==> src/rtl/buffer_linea_param.sv <==
// ---------------------------------------------------------------------------
// buffer_linea_param
//
// A line-buffer stage for the filter's row-buffer chain. Each unit owns a
// synchronous FIFO of 2**ADDR_WIDTH words. A three-state activation FSM
// selects what the unit does:
//   LIBRE     - idle; FIFO is cleared and requests are ignored
//   ACTIVA    - pixels are stored and later read back in FIFO order
//   NO_ACTIVA - pixels are forwarded to data_out with one cycle of latency
//
// Optional feature macro: BUFFER_LINEA_ERROR_EN
//   When defined, 'error' is a sticky misuse flag. It is set by a write
//   rejected on a full FIFO in ACTIVA, a read rejected on an empty FIFO in
//   ACTIVA, or any read_req in NO_ACTIVA. It clears on reset or on entering
//   LIBRE. When undefined, 'error' is tied to 0.
//
// Ports
//   clk              clock, rising edge
//   reset            synchronous active-high reset, overrides all inputs
//   data_in          pixel to store (ACTIVA) or forward (NO_ACTIVA)
//   write_req        write / forward strobe
//   read_req         read strobe (ACTIVA only)
//   valor_activacion 00 hold, 01 activate, 10 bypass, 11 release/flush
//   data_out         registered read or bypass data
//   data_valid       data_out was updated this cycle
//   fifo_full        usedw == DEPTH
//   fifo_empty       usedw == 0
//   usedw            stored word count, 0..DEPTH
//   estado_activo    state is ACTIVA
//   error            sticky misuse flag
// ---------------------------------------------------------------------------
module buffer_linea_param #(
    parameter int DATA_WIDTH = 8,
    parameter int ADDR_WIDTH = 3
) (
    input  logic                  clk,
    input  logic                  reset,
    input  logic [DATA_WIDTH-1:0] data_in,
    input  logic                  write_req,
    input  logic                  read_req,
    input  logic [1:0]            valor_activacion,
    output logic [DATA_WIDTH-1:0] data_out,
    output logic                  data_valid,
    output logic                  fifo_full,
    output logic                  fifo_empty,
    output logic [ADDR_WIDTH:0]   usedw,
    output logic                  estado_activo,
    output logic                  error
);

    localparam int DEPTH = 1 << ADDR_WIDTH;
    localparam logic [ADDR_WIDTH:0] DEPTH_CNT = (ADDR_WIDTH + 1)'(DEPTH);

    typedef enum logic [1:0] {
        LIBRE     = 2'd0,
        ACTIVA    = 2'd1,
        NO_ACTIVA = 2'd2
    } estado_t;

    estado_t state_reg, state_next;

    logic [DATA_WIDTH-1:0] mem [DEPTH];
    logic [ADDR_WIDTH-1:0] wr_ptr_reg, rd_ptr_reg;
    logic [ADDR_WIDTH:0]   usedw_reg, usedw_next;
    logic                  full_reg, empty_reg;
    logic [DATA_WIDTH-1:0] data_out_reg;
    logic                  data_valid_reg;

    logic rd_acc, wr_acc, byp_acc;

    // ---------------- activation FSM ----------------
    always_ff @(posedge clk) begin
        if (reset) begin
            state_reg <= LIBRE;
        end else begin
            state_reg <= state_next;
        end
    end

    always_comb begin
        state_next = LIBRE;
        case (state_reg)
            LIBRE: begin
                case (valor_activacion)
                    2'b01:   state_next = ACTIVA;
                    2'b10:   state_next = NO_ACTIVA;
                    default: state_next = LIBRE;
                endcase
            end
            ACTIVA:    state_next = (valor_activacion == 2'b11) ? LIBRE : ACTIVA;
            NO_ACTIVA: state_next = (valor_activacion == 2'b11) ? LIBRE : NO_ACTIVA;
            default:   state_next = LIBRE;
        endcase
    end

    // ---------------- request qualification ----------------
    // Requests are judged against the current (old) state. A write on a full
    // FIFO is still accepted when a read frees a slot in the same cycle.
    always_comb begin
        rd_acc  = (state_reg == ACTIVA) && read_req && !empty_reg;
        wr_acc  = (state_reg == ACTIVA) && write_req && (!full_reg || rd_acc);
        byp_acc = (state_reg == NO_ACTIVA) && write_req;
    end

    always_comb begin
        usedw_next = usedw_reg;
        case ({wr_acc, rd_acc})
            2'b10:   usedw_next = usedw_reg + 1'b1;
            2'b01:   usedw_next = usedw_reg - 1'b1;
            default: usedw_next = usedw_reg;
        endcase
    end

    // ---------------- pointers and fill level ----------------
    // Any transition into LIBRE flushes the FIFO bookkeeping; the memory
    // contents are left as-is since they become unreachable.
    always_ff @(posedge clk) begin
        if (reset || state_next == LIBRE) begin
            wr_ptr_reg <= '0;
            rd_ptr_reg <= '0;
            usedw_reg  <= '0;
            full_reg   <= 1'b0;
            empty_reg  <= 1'b1;
        end else begin
            if (wr_acc) wr_ptr_reg <= wr_ptr_reg + 1'b1;
            if (rd_acc) rd_ptr_reg <= rd_ptr_reg + 1'b1;
            usedw_reg <= usedw_next;
            full_reg  <= (usedw_next == DEPTH_CNT);
            empty_reg <= (usedw_next == '0);
        end
    end

    // ---------------- storage ----------------
    always_ff @(posedge clk) begin
        if (wr_acc && !reset) begin
            mem[wr_ptr_reg] <= data_in;
        end
    end

    // Registered read port shared with the bypass path. On a full-FIFO
    // simultaneous read/write the pointers coincide and the read returns the
    // old word (read-before-write).
    always_ff @(posedge clk) begin
        if (reset) begin
            data_out_reg   <= '0;
            data_valid_reg <= 1'b0;
        end else begin
            data_valid_reg <= rd_acc || byp_acc;
            if (rd_acc) begin
                data_out_reg <= mem[rd_ptr_reg];
            end else if (byp_acc) begin
                data_out_reg <= data_in;
            end
        end
    end

    // ---------------- optional misuse flag ----------------
`ifdef BUFFER_LINEA_ERROR_EN
    logic error_reg;
    logic err_set;

    always_comb begin
        err_set = 1'b0;
        if (state_reg == ACTIVA) begin
            err_set = (write_req && !wr_acc) || (read_req && !rd_acc);
        end else if (state_reg == NO_ACTIVA) begin
            err_set = read_req;
        end
    end

    always_ff @(posedge clk) begin
        if (reset || state_next == LIBRE) begin
            error_reg <= 1'b0;
        end else if (err_set) begin
            error_reg <= 1'b1;
        end
    end

    assign error = error_reg;
`else
    assign error = 1'b0;
`endif

    assign data_out      = data_out_reg;
    assign data_valid    = data_valid_reg;
    assign fifo_full     = full_reg;
    assign fifo_empty    = empty_reg;
    assign usedw         = usedw_reg;
    assign estado_activo = (state_reg == ACTIVA);

endmodule

==> config.mk <==
export PLATFORM = sky130hd
export DESIGN_NAME = buffer_linea_param
export DESIGN_NICKNAME = d
export VERILOG_FILES = /design/src/rtl/buffer_linea_param.sv
export SDC_FILE = /design/constraint.sdc
export NUM_CORES = 1
export LEC_CHECK = 0
export ABC_AREA = 0
export CORE_MARGIN = 2
export CORE_UTILIZATION = 57
export CTS_CLUSTER_DIAMETER = 200
export DETAILED_ROUTE_END_ITERATION = 8
export HOLD_SLACK_MARGIN = 0.06
export PLACE_DENSITY = 0.86
export SKIP_LAST_GASP = 1
export SYNTH_ARGS = -nofsm -noshare
export SYNTH_HDL_FRONTEND = slang
export SYNTH_SLANG_ARGS = --single-unit
==> constraint.sdc <==
create_clock -name clk -period 3.3 [get_ports clk]
set_input_delay 0.66 -clock clk [delete_from_list [all_inputs] [get_ports clk]]
set_output_delay 0.66 -clock clk [all_outputs]
set_load 0.1 [all_outputs]
==> flow_metrics.py, run 1 <==
metrics = {
    "yosys": {
        "ys_seq_elements": 90,
        "netlist_top_cells_area": "edfxtp_1 50%, dfxtp_1 13%, mux2i_1 7.3%",
        "synthesis.nets": 302,
        "seq_area_frac_synth": 0.633,
        "yosysWarningCount": 0,
        "postSynthCellCount": 283,
        "synth_edf_count": 64,
        "yosys.area.top_type_share": 0.498,
        "postSynthAreaPerCell_um2": 13.6,
        "synthesis.area_mm2": 0.00386,
        "yosysUniqueCellTypes": 46,
        "netlist.top_cell.by_area": "edfxtp_1",
        "synthArstFlopShare": 0,
        "yosysMostFrequentCell": "edfxtp_1",
        "synth_common_cells": "64 x edfxtp_1, 28 x mux2i_1, 26 x dfxtp_1, 19 x nor2_1, 19 x o21ai_0",
        "synth_ff_type": "edfxtp_1",
    },
    "sta": {
        "hold-worst-slack_ns": 0.483,
        "finalHoldViolations": 0,
        "rsz0062_at_grt": "no",
        "worstMarginPinSlew_ns": 0.839,
        "timing.setup.tns_ns": 0,
        "fmax_mhz": 357,
        "slew_viol_final": 0,
        "slew_headroom": 0.440,
        "setup_viol": 0,
        "skew_ns": 0.0108,
        "finalCriticalPeriod_ns": 2.80,
        "finalCritPeriodShare": 0.850,
    },
    "hold_path": {
        "hold_path_class": "flop to flop",
        "min_to": "data_out[6]",
        "min_from": "data_out[6]",
        "min_path_cells": 2,
    },
    "grt": {
        "gr-total-overflow": 0,
        "grt_usage": 0.203,
        "antenna_found_initial": 0,
        "grt_max_degree": 33,
        "grt_pass1_vias": 2263,
        "grt_first_pass_wirelength_um": 11000,
    },
    "setup_path": {
        "cpLargestDelayFamily": "multiplexers",
        "cp_max_fo": 4,
        "slowest_stage": "clkdlybuf4s50_1",
        "cp-start-kind": "primary input",
        "crit_chain": "clkdlybuf4s50_1 -> nand2b_1 -> a21oi_4 -> inv_1 -> ha_1 -> xor2_1 -> ha_1 -> a21oi_1 -> mux2i_1 -> mux2_2 -> o31ai_2",
        "worstPathArrival_ns": 3.10,
        "worstPathRequired_ns": 3.59,
        "r2r_cells": 10,
        "cp_common_cell": "ha_1",
        "r2r-end": "fifo_empty",
        "crit_path_max_incr_delay_ns": 0.47,
        "regToRegStartpoint": "state_reg[0]",
        "cp-end-kind": "flop",
        "crit_buf_inv": 2,
        "r2r_setup_slack_ns": 0.76,
        "critPathKind": "primary input to flop",
    },
    "floorplan": {
        "fp-row-count": 29,
        "fp.dieW_um": 86.3,
        "core_mm2": 0.00646,
        "top_level_ports": 31,
        "die-area_mm2": 0.00745,
        "initial_utilization": 0.598,
        "die_h_um": 86.3,
    },
    "power_and_ir_drop": {
        "p_leak_nw": 1.50,
        "power.switching_w": 0.000484,
        "intPower_w": 0.00169,
        "peakVddDrop_mv": 0.277,
        "swShare": 0.223,
        "power_density_mw_per_mm2": 495,
        "clockPowerShare": 0.380,
        "pwr-share-seq": 0.563,
        "combPwrFrac": 0.057,
    },
    "clock_tree": {
        "cts_root_buffer": "clkbuf_8",
        "htreeDepth": 3,
        "cts_buffer_depth": 2,
        "cts_tree": "yes",
        "hold_buffers": 0,
        "clock-sinks": 90,
        "path_clk_slew_ns": 0.09,
        "cts_made_buffers": 9,
        "cts-resized-gates": 0,
        "postCtsSetupBuffers": 0,
        "clk_latency_ns": 0.37,
    },
    "drt": {
        "ant_nets": 0,
        "route.detailed.drc": 0,
        "wl_per_cell_um": 17.5,
        "first_pass_iters": 4,
        "vias": 2316,
        "drtIter0Drc": 112,
        "vias_per_cell": 5.78,
        "routed_wirelength_um": 7020,
    },
    "placement": {
        "dp_hpwl_um": 4500,
        "portBuffers": 29,
        "place_congestion": 0.790,
    },
    "cells_and_area": {
        "num-nets-final": 338,
        "layout-drive-gt1-share": 0.194,
        "largest_reg_flops": 64,
        "diodes": 0,
        "areaGrowthSynthToFinish_pct": 13.6,
    },
    "flow_run": {
        "cap_violations": 0,
    },
    "status": {
        "status": "finished, final reports clean",
    },
}
==> final cells by class <==
| type | instances | area (µm²) |
|---|---|---|
| fillers | 458 | 2070 |
| multi-input cells | 173 | 1260 |
| inverters | 1 | 3.75 |
| clock inverters | 7 | 98.8 |
| flip-flops and latches | 90 | 2440 |
| repair buffers | 44 | 363 |
| well taps | 77 | 96.3 |
| clock buffers | 9 | 124 |
==> layer usage <==
layer  GRT usage  vias up  wire, µm
li1            -     1140         -
met1       0.242     1087      2850
met2       0.342       72      3530
met3      0.0429       17       451
met4       0.112        0       188
met5           0        -         0
==> cells by family after synthesis <==
logic type                 count (synthesis)  share of synthesized area
DFF                                       90                      0.633
and+or+nand+nor                           69                     0.0985
AOI/OAI and AO/OA                         55                     0.0979
muxes                                     37                     0.0989
buffers and inverters                     20                     0.0412
xor gates and xnor gates                   6                     0.0136
adders and majority gates                  5                     0.0162
other                                      1                   0.000972
==> worst max-delay path by stage <==
stage / slack [ns] / startpoint / depth (start not counted) / endpoint
2_1_floorplan: 0.27 / fifo_empty / 9 / fifo_empty
3_3_place_gp: 0.23 / read_req / 11 / fifo_empty
3_5_place_dp: 0.11 / read_req / 11 / fifo_empty
4_1_cts: 0.50 / read_req / 11 / fifo_empty
5_1_grt: 0.32 / read_req / 11 / fifo_empty
6_report: 0.50 / read_req / 11 / fifo_empty
==> layout by cell type, fill, tap and decap left out, drive strengths merged, types with 4 or more instances in the layout <==
cell / synthesis / routed
a211oi: 9 / 9
a21oi: 5 / 5
a22oi: 8 / 8
buf: 15 / 31
clkbuf: 1 / 9
clkdlybuf4s50: 0 / 13
dfxtp: 26 / 26
edfxtp: 64 / 64
ha: 5 / 5
inv: 1 / 4
mux2: 9 / 9
mux2i: 28 / 28
nand2: 12 / 12
nand2b: 4 / 4
nor2: 19 / 19
nor2b: 4 / 4
nor3: 14 / 14
o21ai: 19 / 19
o31ai: 9 / 9
xor2: 4 / 4
==> worst register-to-register path, stage by stage, from the launching register on <==
cell and delay (ns):
dfxtp_1 0.46, nand3b_1 0.15, a21oi_4 0.14, inv_1 0.07, ha_1 0.22, xor2_1 0.17
ha_1 0.19, a21oi_1 0.17, mux2i_1 0.33, mux2_2 0.41, o31ai_2 0.17
==> metrics by stage <==
| stage | util | setup slack (ns) | area (µm²) | power [W] | instances |
|---|---|---|---|---|---|
| floorplan | - | 0.273 | 3860 | 0.00133 | 283 |
| global placement | 0.645 | 0.232 | 4160 | 0.00137 | 385 |
| detailed placement | 0.645 | 0.107 | 4160 | 0.00137 | 385 |
| CTS | 0.679 | 0.503 | 4390 | 0.00219 | 401 |
| global route | 0.679 | 0.320 | 4390 | 0.00223 | 401 |
| finish | 0.679 | 0.495 | 4390 | 0.00217 | 401 |
==> power groups by stage <==
stage,Sequential [W],Combinational [W],Clock (W)
6_report,0.00122,0.000123,0.000825
3_3_place_gp,0.00125,0.000120,0
5_1_grt,0.00122,0.000131,0.000874
3_5_place_dp,0.00125,0.000123,0
2_1_floorplan,0.00128,0.0000552,0
4_1_cts,0.00122,0.000123,0.000846
No activity file was read; power rests on OpenSTA's default activity.
==> inputs of run 2 (changes only) <==
CORE_UTILIZATION = 52   (was 57)
PLACE_DENSITY = 0.83   (was 0.86)
clock period = 2.5 ns   (was 3.3 ns; I/O delays follow)
==> flow_metrics.py, run 2 (same netlist as run 1, synthesis figures left out) <==
metrics = {
    "power_and_ir_drop": {
        "power.switching_w": 0.000693,
        "pwr-share-seq": 0.588,
        "p_leak_nw": 1.56,
        "intPower_w": 0.00205,
        "swShare": 0.252,
        "power_density_mw_per_mm2": 606,
        "combPwrFrac": 0.063,
        "clockPowerShare": 0.349,
        "peakVddDrop_mv": 0.309,
    },
    "placement": {
        "dp_cells": 415,
        "dp_hpwl_um": 4700,
        "pre_cts_slack_ns": -0.460,
        "place_congestion": 0.785,
        "dpl_cell_area_mm2": 0.00428,
        "portBuffers": 29,
    },
    "grt": {
        "grt_usage": 0.181,
        "gr-total-overflow": 0,
        "antenna_found_initial": 0,
        "grt_first_pass_wirelength_um": 11300,
        "grt_pass1_vias": 2308,
        "grt_max_degree": 33,
    },
    "floorplan": {
        "fp-row-count": 31,
        "die_h_um": 90.2,
        "fp.dieW_um": 90.2,
        "top_level_ports": 31,
        "core_mm2": 0.00721,
        "initial_utilization": 0.535,
        "die-area_mm2": 0.00813,
    },
    "drt": {
        "drtIter0Drc": 180,
        "ant_nets": 0,
        "routed_wirelength_um": 7060,
        "first_pass_iters": 4,
        "route.detailed.drc": 0,
        "vias": 2362,
        "vias_per_cell": 5.45,
        "wl_per_cell_um": 16.3,
    },
    "sta": {
        "slew_viol_final": 0,
        "finalCriticalPeriod_ns": 2.34,
        "worstMarginPinSlew_ns": 0.826,
        "slew_headroom": 0.448,
        "finalHoldViolations": 0,
        "fin_ws_ns": 0.161,
        "rsz0062_at_grt": "no",
        "skew_ns": 0.0159,
        "setup_viol": 0,
        "fmax_mhz": 427,
        "finalCritPeriodShare": 0.936,
    },
    "setup_path": {
        "worstPathArrival_ns": 2.63,
        "cp-start-kind": "flop",
        "cp_max_fo": 5,
        "critPathKind": "flop to flop",
        "cp-end-kind": "flop",
        "worstPathRequired_ns": 2.79,
    },
    "cells_and_area": {
        "areaGrowthSynthToFinish_pct": 17.3,
        "fillCellCount": 536,
        "design_area_mm2": 0.00453,
        "post-route-util": 0.627,
        "largest_reg_flops": 64,
        "most-common-layout-cells": "64 x edfxtp_1, 41 x buf_4, 27 x mux2i_1, 23 x dfxtp_1, 19 x o21ai_0",
        "instances_no_fill": 433,
        "final_common_cell": "edfxtp_1",
        "diodes": 0,
        "num-nets-final": 348,
        "layout-drive-gt1-share": 0.263,
    },
    "hold_path": {
        "hold_path_class": "flop to flop",
    },
    "clock_tree": {
        "cts_buffer_depth": 2,
        "clock-sinks": 90,
        "cts_root_buffer": "clkbuf_8",
        "cts_made_buffers": 9,
        "cts_tree": "yes",
        "clk_latency_ns": 0.37,
        "path_clk_slew_ns": 0.10,
        "htreeDepth": 3,
    },
    "flow_run": {
        "cap_violations": 0,
    },
    "status": {
        "status": "finished, final reports clean",
    },
}
run 2: power by group through the flow:
stage               Clock (W)  Sequential (W)  Combinational (W)
detailed placement          0         0.00165           0.000172
global route          0.00104         0.00161           0.000184
global placement            0         0.00165           0.000169
CTS                  0.000976         0.00161           0.000174
floorplan                   0         0.00168          0.0000740
finish               0.000958         0.00161           0.000174
run 2: metrics by stage:
step	power, W	hold WS, ns	TNS [ns]
2_1_floorplan	0.00176	0.485	0
4_1_cts	0.00276	0.493	0
3_5_place_dp	0.00182	0.467	-1.34
6_report	0.00274	0.485	0
5_1_grt	0.00284	0.516	0
3_3_place_gp	0.00181	0.466	-0.932
run 2: layer usage:
layer / share of wire / vias to the layer above / track usage / wire length, µm
met3: 0.034 / 19 / 0.0419 / 243
met5: 0 / - / 0 / 0
met4: 0.031 / 0 / 0.100 / 221
met2: 0.50 / 51 / 0.301 / 3530
li1: - / 1165 / - / -
met1: 0.43 / 1127 / 0.218 / 3060
run 2: critical path: stages (launching register included):
cell and delay, ns:
dfxtp_1 0.35, nand3b_1 0.22, a21oi_4 0.15, inv_2 0.07, ha_4 0.17, xor2_1 0.16, ha_2 0.19, a21oi_2 0.16
mux2i_2 0.29, mux2_4 0.34, o31ai_2 0.16
run 2: path summary, 6_finish.rpt:
path,start,endpoint,slack [ns],depth (start not counted)
min reg2reg,data_out[6],data_out[6],0.48,2
min,data_out[6],data_out[6],0.48,2
max,state_reg[1],fifo_empty,0.16,10
max reg2reg,state_reg[1],fifo_empty,0.16,10
run 2: what timing repair did:
| action | 4_1_cts | 5_1_grt |
|---|---|---|
| pin swaps | 0 | 1 |
| resized for setup | 5 | 6 |
| endpoints found under the hold margin | 0 | 0 |
| setup buffers | 2 | 0 |
| hold buffers | 0 | 0 |
| setup endpoints to repair | 2 | 4 |
run 2: final cells by class:
type,instances,area (µm²),area share
Multi-Input combinational cell,173,1310,0.290
Timing Repair Buffer,54,443,0.0978
Tap cell,99,124,0.0274
Clock inverter,7,72.6,0.0160
Sequential cell,90,2450,0.541
Inverter,1,3.75,0.000829
Clock buffer,9,124,0.0274
==> inputs of run 3 (changes only) <==
GPL_ROUTABILITY_DRIVEN = 0   (was default)
RECOVER_POWER = 50   (was default)
==> flow_metrics.py, run 3 (same netlist as run 1, synthesis figures left out) <==
metrics = {
    "setup_path": {
        "crit_chain": "nand3b_1 -> a21oi_4 -> inv_2 -> ha_4 -> xor2_1 -> ha_2 -> a21oi_2 -> mux2i_2 -> mux2_4 -> o31ai_2",
        "r2r_setup_slack_ns": 0.16,
        "cpLargestDelayFamily": "multiplexers",
        "slowest_stage": "dfxtp_1",
        "worstPathRequired_ns": 2.79,
        "cp_max_fo": 5,
        "crit_buf_inv": 1,
        "cp-start-kind": "flop",
        "critPathKind": "flop to flop",
        "cp-end-kind": "flop",
        "crit_path_max_incr_delay_ns": 0.35,
        "worstPathArrival_ns": 2.63,
    },
    "drt": {
        "drtIter0Drc": 162,
        "route.detailed.drc": 0,
        "first_pass_iters": 4,
        "vias_per_cell": 5.42,
        "routed_wirelength_um": 7020,
        "ant_nets": 0,
        "wl_per_cell_um": 16.2,
        "vias": 2349,
    },
    "grt": {
        "grt_pass1_vias": 2308,
        "grt_usage": 0.181,
        "gr-total-overflow": 0,
        "grt_first_pass_wirelength_um": 11300,
        "grt_max_degree": 33,
        "antenna_found_initial": 0,
    },
    "flow_run": {
        "cap_violations": 0,
    },
    "clock_tree": {
        "clk_latency_ns": 0.37,
        "hold_buffers": 0,
        "cts_root_buffer": "clkbuf_8",
        "cts_tree": "yes",
        "htreeDepth": 3,
        "path_clk_slew_ns": 0.10,
        "cts_buffer_depth": 2,
        "cts_made_buffers": 9,
        "clock-sinks": 90,
    },
    "status": {
        "status": "finished, final reports clean",
    },
    "power_and_ir_drop": {
        "power_density_mw_per_mm2": 611,
        "peakVddDrop_mv": 0.307,
        "p_total_w": 0.00273,
        "p_leak_nw": 1.51,
    },
    "sta": {
        "setup_viol": 0,
        "finalHoldViolations": 0,
        "rsz0062_at_grt": "no",
        "slew_viol_final": 0,
        "skew_ns": 0.0162,
        "worstMarginPinSlew_ns": 1.18,
        "finalCriticalPeriod_ns": 2.34,
        "finalCritPeriodShare": 0.937,
        "slew_headroom": 0.219,
        "fmax_mhz": 427,
        "hold-worst-slack_ns": 0.483,
    },
    "cells_and_area": {
        "most-common-layout-cells": "64 x edfxtp_1, 27 x mux2i_1, 25 x buf_4, 23 x dfxtp_1, 19 x o21ai_0",
        "layout-drive-gt1-share": 0.222,
        "areaGrowthSynthToFinish_pct": 15.8,
        "num-nets-final": 348,
        "fillCellCount": 556,
        "final_common_cell": "edfxtp_1",
        "post-route-util": 0.620,
        "design_area_mm2": 0.00447,
        "diodes": 0,
        "largest_reg_flops": 64,
    },
    "floorplan": {
        "die_h_um": 90.2,
        "die-area_mm2": 0.00813,
        "core_mm2": 0.00721,
        "top_level_ports": 31,
        "fp-row-count": 31,
        "fp.dieW_um": 90.2,
        "initial_utilization": 0.535,
    },
    "placement": {
        "dpl_cell_area_mm2": 0.00428,
        "portBuffers": 29,
        "dp_hpwl_um": 4700,
    },
    "hold_path": {
        "hold_path_class": "flop to flop",
    },
}
==> run 3: routing by layer <==
layer	up-vias	part of all wire	GRT usage
li1	1164	-	-
met1	1099	0.42	0.218
met2	64	0.50	0.301
met3	22	0.048	0.0419
met4	0	0.032	0.100
met5	-	0	0
==> run 3: what timing repair did <==
item                       in CTS  in global routing
buffers inserted                2                  0
resized for setup               5                  6
setup endpoints to repair       2                  4
pin swaps                       0                  1
hold endpoints to repair        0                  0
==> run 3: per-stage QoR <==
stage / worst slack (ns) / setup TNS (ns) / instances
after CTS: 0.0145 / 0 / 433
after floorplan: 0.00469 / 0 / 283
after global routing: 0.0457 / 0 / 433
after global placement: -0.353 / -0.932 / 415
final: 0.157 / 0 / 433
after detailed placement: -0.460 / -1.34 / 415
==> run 3: layout make-up <==
cell class	instances	area [µm²]	area share
Sequential cell	90	2450	0.548
Multi-Input combinational cell	173	1310	0.293
Timing Repair Buffer	54	387	0.0865
Clock buffer	9	124	0.0277
Tap cell	99	124	0.0277
Clock inverter	7	72.6	0.0162
Inverter	1	3.75	0.000840
==> run 3: path summary, 6_finish.rpt <==
check / to / cells after the start / start
setup / recovery: fifo_empty / 10 / state_reg[1]
hold / removal: data_out[6] / 2 / data_out[6]
setup reg to reg: fifo_empty / 10 / state_reg[1]
hold reg to reg: data_out[6] / 2 / data_out[6]
==> run 3: worst reg2reg max path, cell delays in order, from the launching register on <==
cell      delay [ns]
dfxtp_1         0.35
nand3b_1        0.22
a21oi_4         0.15
inv_2           0.07
ha_4            0.17
xor2_1          0.16
ha_2            0.19
a21oi_2         0.16
mux2i_2         0.29
mux2_4          0.34
o31ai_2         0.16
==> run 3: power by group <==
group          leakage (nW)  total, W  internal (W)  switching (W)
clock network        0.0966  0.000955      0.000390       0.000565
registers             0.787   0.00161       0.00160     0.00000948
logic                 0.624  0.000164     0.0000494       0.000115
total                  1.51   0.00273       0.00204       0.000690
